**config.mk**
```make
export PLATFORM = sky130hd
export DESIGN_NAME = line_mem_responder
export DESIGN_NICKNAME = d
export VERILOG_FILES = /design/src/rtl/line_mem_responder_pkg.sv /design/src/rtl/line_mem_responder_pack.sv /design/src/rtl/line_mem_responder.sv
export SDC_FILE = /design/constraint.sdc
export NUM_CORES = 1
export LEC_CHECK = 0
export CAP_MARGIN = 20
export CORE_AREA = 2 2 258 260
export DETAILED_ROUTE_END_ITERATION = 16
export DIE_AREA = 0 0 260 262
export GPL_TIMING_DRIVEN = 0
export PLACE_DENSITY = 0.68
export SLEW_MARGIN = 20
export SYNTH_ARGS = -nofsm -noshare
export SYNTH_HDL_FRONTEND = slang
export SYNTH_SLANG_ARGS = --single-unit
```
**constraint.sdc**
```tcl
create_clock -name clk -period 24.9 [get_ports clk]
set_input_delay 4.98 -clock clk [delete_from_list [all_inputs] [get_ports clk]]
set_output_delay 4.98 -clock clk [all_outputs]
set_load 0.01 [all_outputs]
```
**src/rtl/line_mem_responder_pkg.sv**
```systemverilog
// ---------------------------------------------------------------------------
// line_mem_responder_pkg
//   Shared constants, FSM state encoding and line/beat address helpers for the
//   line_mem_responder block (memory side of the cache line interface).
//   Widths match the cache's MEMORY_DW / ALL_ADDR_LEN parameters.
// ---------------------------------------------------------------------------
package line_mem_responder_pkg;

   localparam int unsigned ALL_ADDR_LEN = 24;               // byte address width
   localparam int unsigned MEMORY_DW    = 256;              // line width
   localparam int unsigned MEMORY_MW    = MEMORY_DW / 8;    // line byte enables
   localparam int unsigned SRAM_DW      = 32;               // SRAM word width
   localparam int unsigned SRAM_MW      = SRAM_DW / 8;      // SRAM byte enables
   localparam int unsigned SRAM_BMW     = 2;                // log2(SRAM_MW)
   localparam int unsigned BEAT_LEN     = 3;                // log2(beats per line)
   localparam int unsigned SRAM_AW      = ALL_ADDR_LEN - SRAM_BMW;
   localparam int unsigned LINE_AW      = ALL_ADDR_LEN - BEAT_LEN - SRAM_BMW;

   typedef enum logic [2:0] {
      ST_INIT  = 3'd0,
      ST_IDLE  = 3'd1,
      ST_WRITE = 3'd2,
      ST_READ  = 3'd3,
      ST_DRAIN = 3'd4,
      ST_RESP  = 3'd5
   } state_t;

   typedef logic [LINE_AW-1:0]  line_addr_t;
   typedef logic [BEAT_LEN-1:0] beat_t;

   // Line number of a byte address; the in-line offset bits are dropped.
   function automatic line_addr_t line_of(input logic [ALL_ADDR_LEN-1:0] addr);
      return addr[ALL_ADDR_LEN-1:BEAT_LEN+SRAM_BMW];
   endfunction

   // SRAM word address of beat b within line l.
   function automatic logic [SRAM_AW-1:0] word_addr(input line_addr_t l, input beat_t b);
      return {l, b};
   endfunction

endpackage

```
**src/rtl/line_mem_responder_pack.sv**
```systemverilog
// ---------------------------------------------------------------------------
// line_beat_pack
//   Assembles 32-bit SRAM read words into a 256-bit line register, one slot
//   per beat index. The register holds its contents until the next load or
//   reset, so it doubles as the stable read-response data.
// Ports:
//   clk, rst  - clock, asynchronous active-high reset
//   i_load    - write i_word into slot i_idx this cycle
//   i_idx     - beat slot index (0 = lowest address, low bits of the line)
//   i_word    - SRAM read word
//   o_line    - assembled line
// ---------------------------------------------------------------------------
module line_beat_pack
   import line_mem_responder_pkg::*;
(
   input  logic                 clk,
   input  logic                 rst,
   input  logic                 i_load,
   input  logic [BEAT_LEN-1:0]  i_idx,
   input  logic [SRAM_DW-1:0]   i_word,
   output logic [MEMORY_DW-1:0] o_line
);

   logic [MEMORY_DW-1:0] r_line;

   always_ff @(posedge clk or posedge rst) begin
      if (rst) begin
         r_line <= '0;
      end else if (i_load) begin
         r_line[int'(i_idx)*SRAM_DW +: SRAM_DW] <= i_word;
      end
   end

   assign o_line = r_line;

endmodule

```
**src/rtl/line_mem_responder.sv**
```systemverilog
// ---------------------------------------------------------------------------
// line_mem_responder
//   Slave end of the cache line interface. Accepts one 256-bit line read or
//   write command at a time and serializes it into 8 beats on a 32-bit
//   single-port SRAM (1-cycle read latency). Reads return the whole line as a
//   single response beat; writes complete when cmd_ready re-asserts.
// Ports:
//   clk, rst              - clock, asynchronous active-high reset
//   cmd_valid/cmd_ready   - command handshake (ready only while idle)
//   cmd_read              - 1 = line read, 0 = line write
//   cmd_addr              - byte address, line aligned (offset bits ignored)
//   cmd_wdata/cmd_wmask   - write line and byte enables
//   rsp_valid/rsp_ready   - read response handshake
//   rsp_rdata             - read line, lowest address in low bits
//   sram_en/we/addr/wdata - SRAM request port (we = 0 means read)
//   sram_rdata            - SRAM read data, one cycle after a read
// ---------------------------------------------------------------------------
module line_mem_responder
   import line_mem_responder_pkg::*;
(
   input  logic                    clk,
   input  logic                    rst,
   input  logic                    cmd_valid,
   output logic                    cmd_ready,
   input  logic                    cmd_read,
   input  logic [ALL_ADDR_LEN-1:0] cmd_addr,
   input  logic [MEMORY_DW-1:0]    cmd_wdata,
   input  logic [MEMORY_MW-1:0]    cmd_wmask,
   output logic                    rsp_valid,
   input  logic                    rsp_ready,
   output logic [MEMORY_DW-1:0]    rsp_rdata,
   output logic                    sram_en,
   output logic [SRAM_MW-1:0]      sram_we,
   output logic [SRAM_AW-1:0]      sram_addr,
   output logic [SRAM_DW-1:0]      sram_wdata,
   input  logic [SRAM_DW-1:0]      sram_rdata
);

   state_t               r_state;
   beat_t                r_beat;     // beat currently presented on the SRAM port
   line_addr_t           r_line;
   logic                 r_read;
   logic [MEMORY_DW-1:0] r_wdata;
   logic [MEMORY_MW-1:0] r_wmask;

   beat_t                w_next_beat;
   logic                 w_cap_en;
   beat_t                w_cap_idx;

   assign w_next_beat = r_beat + beat_t'(1);

   // Read data trails the issued beat by one cycle, so the slot written is
   // always r_beat-1. In DRAIN the counter has wrapped to 0, giving slot 7.
   assign w_cap_en  = ((r_state == ST_READ) && (r_beat != '0)) || (r_state == ST_DRAIN);
   assign w_cap_idx = r_beat - beat_t'(1);

   line_beat_pack u_pack (
      .clk    (clk),
      .rst    (rst),
      .i_load (w_cap_en),
      .i_idx  (w_cap_idx),
      .i_word (sram_rdata),
      .o_line (rsp_rdata)
   );

   always_ff @(posedge clk or posedge rst) begin
      if (rst) begin
         r_state    <= ST_INIT;
         r_beat     <= '0;
         r_line     <= '0;
         r_read     <= 1'b0;
         r_wdata    <= '0;
         r_wmask    <= '0;
         cmd_ready  <= 1'b0;
         rsp_valid  <= 1'b0;
         sram_en    <= 1'b0;
         sram_we    <= '0;
         sram_addr  <= '0;
         sram_wdata <= '0;
      end else begin
         case (r_state)
            ST_INIT: begin
               r_state   <= ST_IDLE;
               cmd_ready <= 1'b1;
            end

            ST_IDLE: begin
               if (cmd_valid && cmd_ready) begin
                  // Beat 0 is presented straight from the command inputs so
                  // the first SRAM access lands in the cycle after accept.
                  r_line     <= line_of(cmd_addr);
                  r_read     <= cmd_read;
                  r_wdata    <= cmd_wdata;
                  r_wmask    <= cmd_wmask;
                  r_beat     <= '0;
                  cmd_ready  <= 1'b0;
                  sram_en    <= 1'b1;
                  sram_addr  <= word_addr(line_of(cmd_addr), '0);
                  sram_wdata <= cmd_wdata[SRAM_DW-1:0];
                  sram_we    <= cmd_read ? '0 : cmd_wmask[SRAM_MW-1:0];
                  r_state    <= cmd_read ? ST_READ : ST_WRITE;
               end
            end

            ST_WRITE, ST_READ: begin
               r_beat <= w_next_beat;
               if (r_beat == '1) begin
                  sram_en <= 1'b0;
                  sram_we <= '0;
                  if (r_state == ST_WRITE) begin
                     r_state   <= ST_IDLE;
                     cmd_ready <= 1'b1;
                  end else begin
                     r_state <= ST_DRAIN;
                  end
               end else begin
                  sram_addr  <= word_addr(r_line, w_next_beat);
                  sram_wdata <= r_wdata[int'(w_next_beat)*SRAM_DW +: SRAM_DW];
                  sram_we    <= r_read ? '0 : r_wmask[int'(w_next_beat)*SRAM_MW +: SRAM_MW];
               end
            end

            ST_DRAIN: begin
               r_state   <= ST_RESP;
               rsp_valid <= 1'b1;
            end

            ST_RESP: begin
               if (rsp_ready) begin
                  rsp_valid <= 1'b0;
                  cmd_ready <= 1'b1;
                  r_state   <= ST_IDLE;
               end
            end

            default: begin
               r_state <= ST_INIT;
            end
         endcase
      end
   end

endmodule

```
==> impl_metrics.py <==
metrics = {
    "timing": {
        "slew-limit-headroom": 0.3329,
        "setup_viol": 0,
        "totalNegativeSetupSlack_ns": 0,
        "report.final.hold_viol_count": 0,
        "finalMaxSlewViolations": 0,
        "worst_pin_slew_ns": 0.9930,
        "timing.fmax_mhz": 140.5,
        "clock_skew_ns": 0.02683,
        "period_share": 0.2859,
        "min_period_ns": 7.120,
        "rsz0062_at_grt": "false",
    },
    "synthesis": {
        "ys_seq_elements": 631,
        "syn_nets": 2812,
        "yosys-top-cells-count": "nand2_1, dfrtp_1, mux2_2, clkbuf_1, and2_1",
        "avgSynthCellArea_sq_um": 11.07,
        "synth-main-ff-cell": "dfrtp_1",
        "yosys.area.top_type_share": 0.5813,
        "synthCells": 2455,
        "ys_warn_count": 0,
        "yosysTopAreaCell": "dfrtp_1",
        "synth_edf_count": 0,
        "synthArstFlopShare": 1.000,
        "yosysSeqAreaShare": 0.5813,
        "yosysMostFrequentCell": "nand2_1",
        "synthDistinctLibCells": 44,
        "synthTopCellsByArea": "dfrtp_1, nand2_1, mux2_2, mux4_2, mux2i_1",
        "syn-cell-area_sq_mm": 0.02716,
    },
    "clock_network": {
        "post_cts_resized": 0,
        "cts_root_buf": "clkbuf_16",
        "clkTransAtPathRegs_ns": 0.06,
        "cts_sinks": 631,
        "h-tree-depth": 3,
        "numCtsBuffers": 69,
        "postCtsSetupBuffers": 0,
        "clkLatencyLatePin_ns": 0.61,
        "cts_tree": "built",
        "cts_buffer_depth": 3,
        "cts-hold-fix-buffers": 0,
    },
    "power": {
        "p_comb_frac": 0.443,
        "ir_drop_mv": 0.05415,
        "pwr-share-clk": 0.208,
        "seq_power_share": 0.349,
        "p_sw_frac": 0.3700,
        "power_switching_uw": 1809,
        "power.density_mw_per_mm2": 131.1,
        "power_uw": 4888,
        "intPower_uw": 3079,
        "p_leak_uw": 0.01786,
    },
    "critical_path": {
        "path_class": "in2reg",
        "reg2regPathDepth": 9,
        "critPathLaunchType": "input port",
        "required_ns": 25.43,
        "timing.reg2reg.setup_slack_ns": 21.46,
        "r2r_start": "r_beat[0]$_DFFE_PP0P_",
        "arrival_ns": 7.65,
        "cp-end-kind": "flip-flop",
        "cp_max_fo": 10,
        "rr_endpoint": "u_pack.o_line[214]$_DFFE_PP0P_",
    },
    "min_path": {
        "hold_end": "r_wdata[238]$_DFFE_PP0P_",
        "min_delay_path_depth": 2,
        "min_path_type": "reg2reg",
        "worstHoldStart": "r_wdata[238]$_DFFE_PP0P_",
    },
    "outcome": {
        "outcome": "finished, final reports clean",
    },
    "layout": {
        "fillers": 5521,
        "postLayoutCellArea_sq_mm": 0.03729,
        "layout-drive-gt1-share": 0.1241,
        "fin_nets": 3549,
        "syn_to_final_growth_pct": 37.27,
    },
    "placed_design": {
        "dp_hpwl_mm": 72.81,
        "port_buffers": 660,
        "gp_congestion": 0.9073,
        "placed_cell_area_sq_mm": 0.03502,
    },
    "grt": {
        "grtUsageTotal": 0.2791,
        "antenna_found_initial": 25,
        "grt.overflow.total": 0,
        "grt_pass1_wl_mm": 140.4,
        "grt_pass1_vias": 22480,
        "grt_max_degree": 107,
    },
    "die": {
        "die_w_um": 260,
        "dieArea_sq_mm": 0.06812,
        "die_height_um": 262,
        "core_area_sq_mm": 0.06528,
        "initial_core_util": 0.4162,
        "ioPinCount": 666,
        "rows": 94,
    },
    "drt": {
        "vias": 21480,
        "via_per_inst": 5.220,
        "drt_first_pass_iters": 5,
        "route.antenna.remaining_nets": 0,
        "drcViolationCount": 0,
        "wirelength_mm": 96.01,
        "drt-initial-drc-count": 1557,
        "detail_route.wl_per_cell_um": 23.33,
    },
    "flow_run": {
        "drv_cap": 0,
    },
}
==> flip-flops by register name, indices dropped and copies added, names as in the netlist, 3 cells and up <==
name and count:
r_state 3, r_line 19, r_wmask 32, sram_we 4, u_pack.o_line 256, sram_addr 22, r_beat 3, sram_wdata 32
r_wdata 256
==> power by group through the flow <==
| stage | logic (uW) | registers (uW) | clock network (uW) |
|---|---|---|---|
| finish | 2170 | 1700 | 1020 |
| global route | 2350 | 1750 | 1070 |
| CTS | 2190 | 1700 | 1030 |
| detailed placement | 2180 | 1710 | 0 |
| global placement | 2130 | 1700 | 0 |
| floorplan | 1170 | 1740 | 0 |
==> per-layer routing <==
| metal | wire length, um | global-route usage |
|---|---|---|
| met3 | 7954 | 0.07542 |
| met5 | 180 | 0 |
| met4 | 3811 | 0.1189 |
| met1 | 35390 | 0.3195 |
| met2 | 48670 | 0.4922 |
==> worst max-delay path by stage <==
stage	depth (start not counted)	slack [ns]	start	endpoint
2_1_floorplan	1	2.25	rst	cmd_ready$_DFFE_PP0P_
3_3_place_gp	2	-4.27	rst	r_wdata[119]$_DFFE_PP0P_
3_5_place_dp	7	17.20	cmd_valid	r_wdata[209]$_DFFE_PP0P_
4_1_cts	7	17.80	cmd_valid	r_wdata[209]$_DFFE_PP0P_
5_1_grt	7	17.64	cmd_valid	sram_wdata[25]$_DFFE_PP0P_
6_report	7	17.78	cmd_valid	r_wdata[209]$_DFFE_PP0P_
==> placed cells by master, fill, tap and decap left out, drive strengths merged, types with 2 or more instances in the layout <==
cell	netlist	layout
o21ai	57	57
and2	96	96
dfrtp	631	631
nand2b	8	8
nand4	3	3
a21oi	3	3
a31oi	2	2
clkinv	0	9
mux2i	91	91
o31ai	2	2
nor3	5	5
clkbuf	98	200
nand2	990	990
diode	0	12
nor2b	9	9
nor2	7	7
buf	54	60
mux2	225	225
bufinv	0	2
nor4b	3	3
clkinvlp	0	2
nand3	6	6
a22oi	36	36
mux4	68	68
ha	8	8
clkdlybuf4s50	0	660
a21o	2	2
inv	36	39
==> critical path, cell delays in order <==
cell	delay (ns)
clkdlybuf4s50_1	0.50
nand3b_1	0.11
nor2_1	0.44
clkbuf_1	0.55
clkbuf_1	0.69
nand2_1	0.26
nand2_1	0.11
==> cell families (layout without fill, tap and decap cells) <==
group,count (synthesis),after routing,synth area share
AOI/OAI and AO/OA,108,108,0.02496
xor gates and xnor gates,1,1,0.0003225
and+or+nand+nor,1135,1135,0.1738
adders and majority gates,8,8,0.003685
muxes,384,384,0.1832
DFF,631,631,0.5813
other,0,12,0
buffers and inverters,188,972,0.03275
==> stage by stage <==
step / instances / utilization / hold slack (ns) / setup slack [ns]
3_3_place_gp: 3979 / 0.5339 / 0.4516 / -4.272
2_1_floorplan: 2455 / - / 0.4403 / 2.246
4_1_cts: 4103 / 0.5708 / 0.4704 / 17.80
6_report: 4115 / 0.5712 / 0.4673 / 17.78
3_5_place_dp: 3985 / 0.5366 / 0.4569 / 17.20
5_1_grt: 4106 / 0.5709 / 0.4879 / 17.64
==> cell type report <==
cell class	count	area, sq um	area share
multi-input cells	1636	10490	0.2812
diodes	12	30.03	0.0008053
plain buffers	152	754.5	0.02023
clock buffers	102	2061	0.05526
repair buffers	666	6771	0.1816
clock inverters	16	172.7	0.004631
flip-flops and latches	631	15790	0.4235
well taps	864	1081	0.02899
inverters	36	142.6	0.003825
Power figures use the tool's default switching activity.
